`src/rtl/noc_packet_injector.sv`:
```
// Transmit endpoint of the mesh NoC phit link: takes a whole packet in one
// handshake and serializes it LSB-phit-first as head/body/tail flits.
module noc_packet_injector #(
   parameter int DATA_WIDTH    = 8,
   parameter int PhitPerFlit   = 2,
   parameter int FlitPerPacket = 4,
   parameter int CNT_WIDTH     = 16
) (
   input  logic                                        clk,
   input  logic                                        rst,
   input  logic                                        pkt_valid,
   output logic                                        pkt_ready,
   input  logic [FlitPerPacket*PhitPerFlit*DATA_WIDTH-1:0] pkt_data,
   output logic [DATA_WIDTH-1:0]                       data_out,
   output logic                                        valid_out,
   input  logic                                        ready_out,
   output logic                                        head_flit,
   output logic                                        tail_flit,
   output logic                                        busy,
   output logic [CNT_WIDTH-1:0]                        pkt_sent_count
);

   localparam int PKT_W = FlitPerPacket * PhitPerFlit * DATA_WIDTH;
   localparam int PW    = $clog2(PhitPerFlit) + 1;
   localparam int FW    = $clog2(FlitPerPacket) + 1;
   localparam logic [PW-1:0] LAST_PHIT = PW'(PhitPerFlit - 1);
   localparam logic [FW-1:0] LAST_BODY = FW'(FlitPerPacket - 2);

   typedef enum logic [1:0] {IDLE, HEAD, BODY, TAIL} state_t;

   state_t           state, state_nxt;
   logic [PKT_W-1:0] sreg;
   logic [PW-1:0]    phit_cnt;
   logic [FW-1:0]    flit_cnt;
   logic             accept;
   logic             hs;
   logic             flit_done;

   // Link outputs decode from state/shift register only, so ready_out never
   // reaches valid_out combinationally.
   assign pkt_ready = (state == IDLE) && !rst;
   assign accept    = pkt_valid && pkt_ready;
   assign valid_out = (state != IDLE);
   assign hs        = valid_out && ready_out;
   assign flit_done = hs && (phit_cnt == LAST_PHIT);
   assign data_out  = sreg[DATA_WIDTH-1:0];
   assign head_flit = (state == HEAD);
   assign tail_flit = (state == TAIL);
   assign busy      = (state != IDLE);

   always_ff @(posedge clk) begin
      if (rst) state <= IDLE;
      else     state <= state_nxt;
   end

   always_comb begin
      state_nxt = state;
      case (state)
         IDLE: if (accept) state_nxt = HEAD;
         HEAD: if (flit_done) state_nxt = (FlitPerPacket > 2) ? BODY : TAIL;
         BODY: if (flit_done && (flit_cnt == LAST_BODY)) state_nxt = TAIL;
         TAIL: if (flit_done) state_nxt = IDLE;
         default: state_nxt = IDLE;
      endcase
   end

   // Zeros shift in from the top, so the register drains to 0 after the tail.
   always_ff @(posedge clk) begin
      if (rst) begin
         sreg     <= '0;
         phit_cnt <= '0;
         flit_cnt <= '0;
      end else if (accept) begin
         sreg     <= pkt_data;
         phit_cnt <= '0;
         flit_cnt <= '0;
      end else if (hs) begin
         sreg <= {{DATA_WIDTH{1'b0}}, sreg[PKT_W-1:DATA_WIDTH]};
         if (phit_cnt == LAST_PHIT) begin
            phit_cnt <= '0;
            flit_cnt <= flit_cnt + FW'(1);
         end else begin
            phit_cnt <= phit_cnt + PW'(1);
         end
      end
   end

   always_ff @(posedge clk) begin
      if (rst)                              pkt_sent_count <= '0;
      else if ((state == TAIL) && flit_done) pkt_sent_count <= pkt_sent_count + CNT_WIDTH'(1);
   end

endmodule

```
`config.mk`:
```
export PLATFORM = sky130hd
export DESIGN_NAME = noc_packet_injector
export DESIGN_NICKNAME = d
export VERILOG_FILES = /design/src/rtl/noc_packet_injector.sv
export SDC_FILE = /design/constraint.sdc
export NUM_CORES = 1
export LEC_CHECK = 0
export ABC_AREA = 1
export CORE_MARGIN = 8
export CORE_UTILIZATION = 45
export CTS_CLUSTER_DIAMETER = 40
export DETAILED_ROUTE_END_ITERATION = 8
export DONT_BUFFER_PORTS = 1
export HOLD_SLACK_MARGIN = 0.12
export MAX_ROUTING_LAYER = met4
export SYNTH_ARGS = -nofsm -noshare
export SYNTH_HDL_FRONTEND = slang
export SYNTH_SLANG_ARGS = --single-unit
```
`constraint.sdc`:
```
create_clock -name clk -period 1.9 [get_ports clk]
set_input_delay 0.285 -clock clk [delete_from_list [all_inputs] [get_ports clk]]
set_output_delay 0.285 -clock clk [all_outputs]
set_load 0.05 [all_outputs]
```
==> results of run 1 <==
layout make-up:
cell class                      count  area share
Multi-Input combinational cell    374       0.378
Sequential cell                    87       0.339
Timing Repair Buffer               90       0.173
Inverter                           60      0.0443
Clock buffer                       11      0.0275
Tap cell                          111      0.0270
Clock inverter                      4      0.0107
timing repair:
action | CTS | global route
hold endpoints to repair | 68 | 0
hold buffers | 59 | 0
setup endpoints to repair | 0 | 12
resized for setup | 0 | 4
registers in the layout, summed over array words and instances, names as in the netlist:
name,cells
sreg,64
state,2
pkt_sent_count,16
phit_cnt,2
flit_cnt,3
synthesized netlist by cell type (all sizes together):
cell,count
nor3,2
nand4,7
ha,8
o21ai,21
clkbuf,7
o211ai,24
buf,37
inv,60
a21oi,25
a31oi,32
a211oi,1
nand2,161
dfxtp,87
or2,1
nand3,49
xnor2,3
nor2,40
metal layers:
metal  wire (um)  up-vias  global-route usage
met5           0        -                   -
met4         191        0              0.0577
met3         521       17              0.0399
met2        5750      105               0.316
met1        4580     1782               0.191
li1            -     1947                   -
through the flow:
step	instance area (um^2)	total power, mW
after global placement	4330	4.17
after detailed placement	4330	4.21
after CTS	5130	5.66
final	5130	5.62
after floorplan	4220	3.97
after global routing	5130	5.95
path summary, 6_finish.rpt:
path | start | to | slack, ns | depth (start not counted)
setup / recovery | state[1] | valid_out | 0.14 | 4
hold / removal | pkt_data[13] | sreg[13] | 0.13 | 2
setup reg to reg | state[1] | sreg[62] | 0.17 | 10
hold reg to reg | sreg[15] | sreg[15] | 0.47 | 2
critical path, cell delays in order, from the launching register on:
cell and delay, ns:
dfxtp_1 0.37, inv_1 0.11, ha_1 0.22, inv_2 0.11, buf_4 0.30
cell families after synthesis:
group / Yosys count
AND/OR/NAND/NOR: 260
XOR/XNOR: 3
AO/OA/AOI/OAI: 103
adder cells (fa/ha/maj): 8
buffers and inverters: 104
flip-flops: 87
power by group through the flow:
stage	sequential, mW	combinational (mW)	clock [mW]
after floorplan	2.18	1.80	0
after global placement	2.28	1.89	0
after detailed placement	2.29	1.93	0
after CTS	2.24	2.06	1.36
after global routing	2.27	2.26	1.42
final	2.25	2.06	1.32
==> metrics.cfg, run 1 <==
[floorplan]
die_w_um=113
initial_utilization=0.461
core-area_um2=9150
num_io_pins=97
fp.dieArea_um2=12700
die_h_um=113
row_count=35

[route]
dr_total_vias=3851
viasPerCell=5.23
ant_nets=0
wl_um=11000
drc=0
drt_iter0_markers=285
post_drt_wl_per_cell_um=15.0
firstDrtPassIters=7

[power]
power.density_nw_per_um2=1100
switching_power_mw=2.23
swShare=0.396
max-vdd-ir-drop_mv=0.653
power_leakage_nw=2.08
clkPwrFrac=0.235
pwr-share-comb=0.366
p_int_mw=3.40
seq_power_share=0.399

[setup_path]
endpoint_kind=primary output
path_class=register to primary output
cp_max_fo=4
worstPathArrival_ns=1.48
start_kind=register
worstPathRequired_ns=1.62

[timing]
finalMaxSlewViolations=0
final.period_utilization=0.928
grt_setup_unrepaired=no
fin_crit_ns=1.76
finalSetupViolations=0
final.setup_skew_ns=0.0105
setup_ws_ns=0.137
hold_viol=0
slew_headroom=0.639
worst_hold_slack_ns=0.133
setup_tns_ns=0
worst_pin_slew_ns=0.541
fmax_mhz=567

[synth]
yosysSeqAreaShare=0.412
synth_top_area_cell=dfxtp_1
synth_area_um2=4220
synth.area.mux_share=0
synth_top_area_share=0.412
synthCells=565
synthTopCellsByArea=dfxtp_1 41%, nand2_1 14%, nand3_1 5.6%, inv_1 5.0%, a31oi_1 4.7%
ys_ff_latch=87
synthesis.nets=641
ys_types=31
synth-simple-area-share=0.274
synth_area_per_cell_um2=7.47
synth_xor_area_frac=0.00622
synth_compound_area_frac=0.156
synth_top_family_by_area=simple AND/OR/NAND/NOR gates
yosysWarnings=0
synthAdderAreaFrac=0.0237

[global_route]
grt_usage=0.177
antenna_found_initial=0
grt_overflow=0
grt_pass1_wl_um=18000
grt_max_degree=57
grt_pass1_vias=3828

[cells_and_area]
multi_input_area_um2=1940
utilization=0.561
final_common_cell=nand2_1
nets=698
drive_above_1_share=0.121
antenna_cells=0
area_growth_syn_to_layout_pct=21.6
seq_area_um2=1740
final_cells=737
final_cell_mix=157 x nand2_1, 87 x dfxtp_1, 58 x dlygate4sd3_1
nFillCells=855

[clock_network]
clock-root-buffer=clkbuf_8
clk_latency_ns=0.36
cts_max_path_buffers=2
clock-sinks=87
clkTransAtPathRegs_ns=0.08
cts_setup_buffers=0
cts_buffers=9
cts_tree=done
htree_levels=3

[placed_design]
dp_cells=663
pre_cts_slack_ns=0.115
port_buffers=0
place_congestion=0.769
hpwl_um=7370

[run]
drv_cap=0

[min_path]
min_path_type=input port to register

[outcome]
outcome=finished clean

(Power assumes the default switching activity.)
==> run 2: changes to the inputs <==
- CORE_ASPECT_RATIO: unset -> 1.25
==> metrics.cfg, run 2 (synthesis results as in run 1) <==
[outcome]
outcome=finished clean

[cells_and_area]
nets=686  ; -1.7%
final_cells=738  ; +0.14%
final_common_cell=nand2_1
reg_top3=sreg (64), pkt_sent_count (16), flit_cnt (3)
drive_above_1_share=0.127  ; +0.00542
final_cell_mix=157 x nand2_1, 87 x dfxtp_1, 56 x inv_1
area_growth_syn_to_layout_pct=22.1
stdcell_area_um2=5150  ; +0.39%
nFillCells=869  ; +1.6%
multi_input_area_um2=1950  ; +0.45%
antenna_cells=0  ; unchanged
seq_area_um2=1740  ; unchanged
top_register=sreg
largest_reg_flops=64  ; unchanged

[global_route]
grt_max_degree=57  ; unchanged
grt_pass1_vias=3575  ; -6.6%
grt_pass1_wl_um=17400  ; -3.1%
grt_usage=0.177  ; -0.000283
antenna_found_initial=0  ; unchanged
grt_overflow=0  ; unchanged

[placed_design]
pre_cts_slack_ns=0.144  ; +0.0287 ns
hpwl_um=7520  ; +2.0%
dp_cells=675  ; +1.8%
postPlaceCellArea_um2=4330  ; about the same
place_congestion=0.771  ; +0.34%
port_buffers=0  ; unchanged

[setup_path]
endpoint_kind=primary output
cp_max_fo=4  ; unchanged
worstReg2RegEnd=sreg[26]
r2r_slack_ns=0.19  ; +0.02 ns
worstPathArrival_ns=1.51  ; +0.03 ns
path_class=register to primary output
worstPathRequired_ns=1.62  ; about the same
r2r_cells=10  ; unchanged
r2r_start=state[0]
start_kind=register

[route]
drt_iter0_markers=184  ; -35%
post_drt_wl_per_cell_um=15.1  ; +0.89%
viasPerCell=5.05  ; -3.3%
firstDrtPassIters=4  ; -3
wl_um=11100  ; +1.0%
ant_nets=0  ; unchanged
drc=0  ; unchanged
dr_total_vias=3730  ; -3.1%

[floorplan]
core-area_um2=9130  ; -0.30%
fp.dieArea_um2=12800  ; +0.15%
num_io_pins=97  ; unchanged
row_count=39  ; +11%
die_h_um=124  ; +10%
die_w_um=103  ; -9.1%
initial_utilization=0.463  ; +0.00139

[clock_network]
clk_latency_ns=0.34  ; -0.02 ns
cts_tree=done
clkTransAtPathRegs_ns=0.07  ; about the same
cts_max_path_buffers=2  ; unchanged
cts_buffers=9  ; unchanged
clock-root-buffer=clkbuf_16
clock-sinks=87  ; unchanged
htree_levels=3  ; unchanged
cts_setup_buffers=0  ; unchanged

[timing]
hold_viol=0  ; unchanged
final.setup_skew_ns=0.00653  ; -0.00394 ns
grt_setup_unrepaired=no
fin_crit_ns=1.80  ; +0.0322 ns
slew_headroom=0.634  ; -0.00520
setup_tns_ns=0  ; unchanged
final.period_utilization=0.945  ; +0.0170
finalMaxSlewViolations=0  ; unchanged
fmax_mhz=557  ; -1.8%
setup_ws_ns=0.105  ; -0.0322 ns
worst_pin_slew_ns=0.548  ; +0.00779 ns
finalSetupViolations=0  ; unchanged

[power]
max-vdd-ir-drop_mv=0.670  ; +2.6%
power.density_nw_per_um2=1200  ; +9.7%
p_total_mw=6.19  ; +10%
power_leakage_nw=2.09  ; +0.25%

[min_path]
holdPathStages=2  ; unchanged
min_path_type=input port to register
hold_end=sreg[15]
holdCritStartpoint=pkt_data[15]

[run]
drv_cap=0  ; unchanged

[run 2: how the worst max path moves through the flow]
stage | start | to | slack (ns)
final | state[0] | valid_out | 0.10
after global routing | state[0] | valid_out | 0.03
after CTS | state[0] | busy | 0.08
after detailed placement | state[0] | sreg[10] | 0.14
after global placement | state[0] | sreg[10] | 0.21
after floorplan | state[0] | sreg[4] | 0.01
[run 2: through the flow]
stage / util / hold slack (ns)
2_1_floorplan: - / 0.433
3_3_place_gp: 0.475 / 0.364
3_5_place_dp: 0.475 / 0.368
4_1_cts: 0.560 / 0.120
5_1_grt: 0.565 / 0.129
6_report: 0.565 / 0.132
[run 2: power breakdown]
group          switching, mW  total (mW)  leakage [nW]  internal [mW]
Sequential             0.196        2.25         0.708           2.05
Clock                  0.759        1.86         0.153           1.10
Combinational           1.37        2.08          1.23          0.712
[run 2: repair_timing]
item / CTS / global route
hold buffers: 45 / 1
endpoints found under the setup margin: 0 / 22
resized for setup: 0 / 1
endpoints found under the hold margin: 68 / 1
[run 2: routing by layer]
layer / part of all wire / global-route usage / vias to the layer above / routed length, um
li1: - / - / 1927 / -
met1: 0.42 / 0.196 / 1709 / 4640
met2: 0.52 / 0.298 / 84 / 5770
met3: 0.055 / 0.0386 / 10 / 612
met4: 0.011 / 0.0667 / 0 / 126
met5: 0 / - / - / 0
[run 2: worst max-delay path, stage by stage (launching register included)]
cell and delay (ns):
dfxtp_1 0.36, inv_1 0.10, ha_1 0.23, inv_1 0.16, buf_4 0.33
[run 2: cell type report]
type | instances | share of cell area
inverters | 60 | 0.0437
clock buffers | 11 | 0.0490
repair buffers | 78 | 0.149
flip-flops and latches | 87 | 0.338
clock inverters | 5 | 0.0124
well taps | 123 | 0.0299
multi-input cells | 374 | 0.379
==> run 3: changes to the inputs <==
- GPL_TIMING_DRIVEN: unset -> 0
==> metrics.cfg, run 3 (synthesis results as in run 1) <==
[setup_path]
worstPathArrival_ns=2.18  ; +0.67 ns
cp_top_family=buffers and inverters
start_kind=register
slowest_delay_ns=0.35  ; about the same
endpoint_kind=register
crit_path_start=state[1]
cp.depth=11  ; +7
worstPathRequired_ns=2.10  ; +0.48 ns
worstPathCellList=inv_2 -> ha_4 -> clkinvlp_4 -> nor2_8 -> nand2_8 -> nand2_4 -> inv_4 -> buf_8 -> buf_6 -> nand2_2 -> a21oi_2
cp_num_buf_inv=5  ; +2
cp_max_fo=6  ; +2
r2r_slack_ns=-0.08  ; -0.27 ns
path_class=register to register
worstReg2RegEnd=sreg[57]
r2r_cells=11  ; +1
worst_path_max_delay_cell=nor2_8
r2r_start=state[1]

[placed_design]
hpwl_um=8480  ; +13%
dp_cells=688  ; +1.9%
place_congestion=0.805  ; +4.4%
port_buffers=0  ; unchanged

[floorplan]
num_io_pins=97  ; unchanged
initial_utilization=0.463  ; unchanged
row_count=39  ; unchanged
core-area_um2=9130  ; unchanged
die_h_um=124  ; unchanged
fp.dieArea_um2=12800  ; unchanged
die_w_um=103  ; unchanged

[cells_and_area]
top_register=sreg
nFillCells=804  ; -7.5%
largest_reg_flops=64  ; unchanged
final_cells=771  ; +4.5%
antenna_cells=0  ; unchanged
nets=719  ; +4.8%
final_common_cell=nand2_1
final_cell_mix=124 x nand2_1, 84 x dfxtp_1, 52 x inv_1
drive_above_1_share=0.261  ; +0.134
reg_top3=sreg (64), pkt_sent_count (16), flit_cnt (3)
area_growth_syn_to_layout_pct=38.0

[clock_network]
cts_max_path_buffers=2  ; unchanged
htree_levels=3  ; unchanged
cts_buffers=9  ; unchanged
clkTransAtPathRegs_ns=0.06  ; about the same
clock-sinks=87  ; unchanged
cts_tree=done
clock-root-buffer=clkbuf_16
clk_latency_ns=0.35  ; about the same

[global_route]
grt_pass1_wl_um=19100  ; +9.8%
use_met1=0.210  ; +0.0138
grt_usage=0.196  ; +0.0189
met2_usage=0.339  ; +0.0406
grt_overflow=0  ; unchanged
grt_pass1_vias=3996  ; +12%
top_usage_layer=met2
grt_use_met3=0.0375  ; -0.00112
antenna_found_initial=0  ; unchanged
grt_max_degree=14  ; -75%

[power]
max-vdd-ir-drop_mv=0.603  ; -10%
power_leakage_nw=2.31  ; +10%
power.density_nw_per_um2=1180  ; -1.4%

[timing]
finalSetupViolations=61  ; +61
final.setup_skew_ns=0.00667  ; +0.000138 ns
final.period_utilization=1.04  ; +0.0949
setup_ws_ns=-0.0757  ; -0.180 ns
hold_viol=0  ; unchanged
slew_headroom=0.514  ; -0.120
fmax_mhz=506  ; -9.1%
grt_setup_unrepaired=yes
fin_crit_ns=1.98  ; +0.180 ns
finalMaxSlewViolations=0  ; unchanged
worst_pin_slew_ns=0.729  ; +0.181 ns
setup_tns_ns=-2.55  ; -2.55 ns

[outcome]
outcome=complete, but fails checks
violations=negative setup slack

[route]
drc=0  ; unchanged
wl_um=12300  ; +11%
dr_total_vias=4017  ; +7.7%
ant_nets=0  ; unchanged
viasPerCell=5.21  ; +3.1%
firstDrtPassIters=6  ; +2
post_drt_wl_per_cell_um=16.0  ; +5.9%
drt_iter0_markers=160  ; -13%

[run]
drv_cap=0  ; unchanged

[min_path]
min_path_type=input port to register
holdCritStartpoint=pkt_data[14]
holdPathStages=2  ; unchanged
hold_end=sreg[14]

-- run 3: cell count changes in the layout (fill, tap and decap cells not counted), moves of 5 or more --
cell	previous run	this run
a21oi_1	25	15
clkbuf_1	0	10
nand3_2	1	14
buf_6	0	9
a21oi_2	0	10
buf_8	0	6
o21ai_1	8	3
nand2_4	0	8
dlygate4sd3_1	45	51
nand2_1	157	124
nand3_1	47	33
nand2_2	3	27
-- run 3: metrics by stage --
stage               hold WS [ns]  setup WS, ns  utilization  power, mW  cell area, um^2
global placement           0.438        -0.224        0.480       4.33             4380
finish                     0.117       -0.0757        0.638       6.90             5830
detailed placement         0.441        -0.251        0.480       4.36             4380
global route               0.121        -0.170        0.638       7.26             5830
floorplan                  0.433        0.0135            -       3.97             4220
CTS                        0.121       -0.0785        0.595       6.51             5430
-- run 3: layout make-up --
| type | count | area, um^2 | area share |
|---|---|---|---|
| plain buffers | 44 | 403 | 0.0692 |
| clock buffers | 13 | 250 | 0.0430 |
| clock inverters | 3 | 18.8 | 0.00322 |
| inverters | 60 | 239 | 0.0410 |
| multi-input cells | 374 | 2280 | 0.391 |
| flip-flops and latches | 87 | 1750 | 0.300 |
| well taps | 123 | 154 | 0.0264 |
| repair buffers | 67 | 736 | 0.126 |
-- run 3: repair_timing --
| item | 4_1_cts | 5_1_grt |
|---|---|---|
| setup endpoints to repair | 73 | 76 |
| hold buffers | 51 | 0 |
| cloned | 3 | 3 |
| resized for setup | 56 | 71 |
| pin swaps | 7 | 17 |
| buffers inserted | 6 | 4 |
| hold endpoints to repair | 51 | 0 |
-- run 3: report_power, final --
| group | total [mW] | leakage [nW] | internal, mW | switching (mW) |
|---|---|---|---|---|
| combinational | 3.06 | 1.46 | 1.26 | 1.79 |
| sequential | 2.21 | 0.710 | 2.06 | 0.146 |
| clock | 1.64 | 0.134 | 0.921 | 0.720 |
-- run 3: worst register-to-register path, stage by stage (launching register included) --
cell and delay [ns]:
dfxtp_2 0.32, inv_2 0.07, ha_4 0.15, clkinvlp_4 0.30, nor2_8 0.35, nand2_8 0.12
nand2_4 0.09, inv_4 0.04, buf_8 0.13, buf_6 0.14, nand2_2 0.06, a21oi_2 0.06
-- run 3: worst max path at each step --
stage          endpoint  slack [ns]
5_1_grt        sreg[24]       -0.17
3_5_place_dp    sreg[7]       -0.25
4_1_cts        sreg[60]       -0.08
6_report       sreg[57]       -0.08
2_1_floorplan   sreg[4]        0.01
3_3_place_gp    sreg[7]       -0.22
-- run 3: layer usage --
layer / wire length [um] / share of wire
met5: 0 / 0
met4: 274 / 0.022
met3: 650 / 0.053
met2: 6620 / 0.54
met1: 4800 / 0.39
==> RTL edit 1 (settings of run 3) <==
The 4 states of `state_t` get a Gray code encoding in 2 bits.
--- a/src/rtl/noc_packet_injector.sv
+++ b/src/rtl/noc_packet_injector.sv
@@ -27,5 +27,5 @@
    localparam logic [FW-1:0] LAST_BODY = FW'(FlitPerPacket - 2);
 
-   typedef enum logic [1:0] {IDLE, HEAD, BODY, TAIL} state_t;
+   typedef enum logic [1:0] {IDLE = 2'b00, HEAD = 2'b01, BODY = 2'b11, TAIL = 2'b10} state_t;
 
    state_t           state, state_nxt;
Check against the original RTL: same outputs for any inputs over 10 cycles, from zero or initial values and one cycle with rst high; not proved beyond that.
==> RTL edit 1 against run 3 <==
Die area shrank 8.0%; area after synthesis shrank 9.2%; utilization shrank 7.5 points; first-iteration DRC count increased by 19%; setup slack better by 200 ps; synthesized cell count fell by 2.8%; non-clock buffer count shrank 26; via count decreased by 11%; design area shrank 20%; routed wire length down 13%; global-route usage decreased by 0.25 points; sequential cell count did not move; critical path type unchanged; critical endpoint is now sreg[24]; highest routed layer unchanged.
Power is not compared: it rests on default switching activity, and its combinational part moved more than twofold at a synthesized area within 25%.
==> RTL edit 1: results (changes against run 3) <==
[setup_path]
crit_start=state[0]  ; was state[1]
critPathTopFamily=simple AND/OR/NAND/NOR gates  ; was buffers and inverters
crit_end=sreg[24]  ; was sreg[57]

[cells_and_area]
fill_cells=811  ; was 804
seq_share_pct=37.7  ; was 30.0%
non_clock_buffer_count=85  ; was 111
multi_input_area_share_pct=37.3  ; was 39.1%
fin_util_pct=56.4  ; was 63.8%
multi_input_cells=384  ; was 374

[global_routing]
grt_pass1_wl_um=17700  ; was 19,100 um
grt_use_met2_pct=32.2  ; was 33.9%

[routing]
wl_met1_um=4630  ; was 4800 um
drt_iter0_markers=190  ; was 160
wl_met3_um=644  ; was 650 um
wl_um=10700  ; was 12,300 um

[clock_network]
postCtsSetupBuffers=0  ; was 6
hold_buffers=49  ; was 51
root_buffer=clkbuf_8  ; was clkbuf_16

[placed_design]
dp_slack_ps=-247  ; was -251 ps
gp_congestion=0.805  ; about the same
dp.cells=646  ; was 688

[sta]
period_needed_ps=1780  ; was 1980 ps
slew_headroom_pct=57.0  ; was 51.4%

[status]
status=finished clean  ; was finished with violations

[synthesis]
synthesis.nets=620  ; was 641
ys_seq_area_share_pct=45.4  ; was 41.2%
syn_area_per_cell_um2=6.98  ; was 7.47 um^2

==> RTL edit 1: changes by cell type in the layout (fill, tap and decap cells not counted), moves of 14 or more <==
cell,change
nand3_2,-14
o211ai_1,-22
nand2_2,-26
inv_1,-15
nand2_1,+114
==> RTL edit 1: report_power, final <==
part           internal [W]  switching, W  total (W)
Sequential          0.00190     0.0000438    0.00194
Combinational      0.000197      0.000297   0.000494
Clock              0.000486      0.000608    0.00109
Total               0.00258      0.000949    0.00353
==> RTL edit 1: kinds of logic (layout without fill, tap and decap cells) <==
logic type / after synthesis / count (layout) / share of synthesized area [%]
adders and majority gates: 3 / 3 / 0.980
DFF: 87 / 87 / 45.4
AOI/OAI and AO/OA: 69 / 69 / 10.5
and+or+nand+nor: 309 / 309 / 32.4
xor gates and xnor gates: 3 / 3 / 0.686
buffers and inverters: 78 / 141 / 9.92
==> RTL edit 2 (flow settings as in run 3) <==
Made on the original files. Set the parameter `FlitPerPacket` to 8 (it was 4).
--- a/src/rtl/noc_packet_injector.sv
+++ b/src/rtl/noc_packet_injector.sv
@@ -4,5 +4,5 @@
    parameter int DATA_WIDTH    = 8,
    parameter int PhitPerFlit   = 2,
-   parameter int FlitPerPacket = 4,
+   parameter int FlitPerPacket = 8,
    parameter int CNT_WIDTH     = 16
 ) (
Ports: changed (resized pkt_data); port bits go from 97 to 161. No check against the original RTL was run, so the function may have changed too.
==> RTL edit 2 against run 3 <==
Setup slack better by 170 ps; critical path depth is the same; area after synthesis is 62% higher; via count up 70%; design area increased by 56%; power increased by 58%; sequential cell count up 65; clock skew rose by 3.7 ps; sequential power up 73%; non-clock buffer count increased by 97; sequential share of layout area grew 3.6 points; final cell count is 65% higher; routed wire length rose by 76%; critical path type unchanged; largest cell class unchanged; highest routed layer unchanged.
==> RTL edit 2: results (changes against run 3) <==
[power_and_ir_drop]
ir_drop_v=0.000627  ; was 0.000603 V
power.leakage_nw=3.39  ; was 2.31 nW

[sta]
slew_headroom_pct=57.3  ; was 51.4%
fin_worst_skew_ps=10.3  ; was 6.67 ps

[synthesis]
ys_seq_area_share_pct=44.4  ; was 41.2%
synth.area.top_cells=dfxtp_1 (44%), nand2_1 (16%), a31oi_1 (8.8%)  ; was dfxtp_1 (41%), nand2_1 (14%), nand3_1 (5.6%)
synth_commonest_cells=nand2_1 (289), dfxtp_1 (152), nand3_1 (113)  ; was nand2_1 (157), dfxtp_1 (87), inv_1 (56)
postSynthCellCount=931  ; was 565

[hold_path]
whs_path_depth=6  ; was 2

[routing]
wl_per_cell_um=17.0  ; was 16.0 um
wl_um=21700  ; was 12,300 um
dr_total_vias=6812  ; was 4,017
dr.pass1.iters=5  ; was 6
drt_iter0_markers=457  ; was 160

[global_routing]
track_usage_pct=23.1  ; was 19.6%
first_global_vias=6950  ; was 3,996
grt_max_degree=17  ; was 14
grt_antenna_before_repair=1  ; was 0
grt_pass1_wl_um=35100  ; was 19,100 um

[status]
status=finished clean  ; was finished with violations

[cells_and_area]
final_layout_size_suffix_gt1_share_pct=10.5  ; was 26.1%
reg_top3=sreg: 128 flops, pkt_sent_count: 16 flops, flit_cnt: 4 flops  ; was sreg: 64 flops, pkt_sent_count: 16 flops, flit_cnt: 3 flops
nNetsFinal=1219  ; was 719

[clock_network]
clock_path_buffers=2  ; unchanged
cts_inserted_buffers=17  ; was 9
cts-htree-levels=4  ; was 3
clk_latency_ps=420  ; was 350 ps

[placed_design]
dp.cells=1113  ; was 688
dp_slack_ps=-210  ; was -251 ps
hpwl_um=15400  ; was 8480 um
placed_area_um2=7080  ; was 4380 um^2
gp_congestion=0.820  ; was 0.805

[setup_path]
critical_path.max_fanout=10  ; was 6
arrival_ps=2150  ; was 2180 ps
cp_slowest_cell=dfxtp_2  ; was nor2_8

-- RTL edit 2: changes by cell type in the layout (fill, tap and decap cells not counted), sizes merged, moves of 12 or more --
| cell | before | now |
|---|---|---|
| clkbuf | 24 | 36 |
| nand2 | 161 | 290 |
| a31oi | 32 | 96 |
| nand3 | 49 | 114 |
| dlygate4sd3 | 51 | 128 |
| buf | 49 | 65 |
| dfxtp | 87 | 152 |
-- RTL edit 2: repair_timing --
action | 4_1_cts | 5_1_grt
resized for setup | 15 | 10
setup buffers | 1 | 0
hold endpoints to repair | 128 | 0
pin swaps | 1 | 2
setup endpoints to repair | 143 | 135
hold buffers | 128 | 0
-- RTL edit 2: cell families after synthesis --
| kind of cell | after synthesis | synth area share, % |
|---|---|---|
| xor gates and xnor gates | 2 | 0.256 |
| DFF | 152 | 44.4 |
| AOI/OAI and AO/OA | 166 | 14.8 |
| and+or+nand+nor | 466 | 29.0 |
| buffers and inverters | 137 | 10.1 |
| adders and majority gates | 8 | 1.46 |
-- RTL edit 2: path summary, 6_finish.rpt --
check	slack [ps]	to	start
min	350	state[1]	pkt_valid
max reg2reg	100	sreg[119]	state[0]
min reg2reg	460	sreg[125]	sreg[125]
max	100	sreg[119]	state[0]
-- RTL edit 2: final cells by class --
class	count	area [um^2]
buffer	79	509
timing repair buffer	129	1290
sequential	152	3050
tap	182	228
antenna	1	2.50
clock buffer	21	460
multi-input combinational	642	3140
inverter	58	225
clock inverter	9	173
fill	1384	5880
-- RTL edit 2: worst max-delay path: cells and delay by family (launching register included) --
family | cells | cell delay [ps]
AND/OR/NAND/NOR | 4 | 380
adder cells (fa/ha/maj) | 1 | 170
buffers and inverters | 5 | 650
flip-flops | 1 | 360
AO/OA/AOI/OAI | 1 | 150
-- RTL edit 2: power breakdown --
group,internal [W],switching [W]
logic,0.00123,0.00220
clock network,0.00238,0.00130
registers,0.00359,0.000225
total,0.00720,0.00373
-- RTL edit 2: stage by stage --
stage / total power, W / utilization (%)
floorplan: 0.00621 / -
global placement: 0.00690 / 47.4
detailed placement: 0.00692 / 47.4
CTS: 0.0109 / 60.5
global route: 0.0115 / 60.7
finish: 0.0109 / 60.7
-- RTL edit 2: metal layers --
metal  part of all wire, %  wire, um  global-route usage (%)  up-vias
li1                      -         -                       -     3428
met2                    51     11000                    40.0      214
met5                     0         0                       -        -
met3                   5.6      1210                    5.61       49
met1                    41      8900                    24.6     3121
met4                   2.5       532                    9.71        0
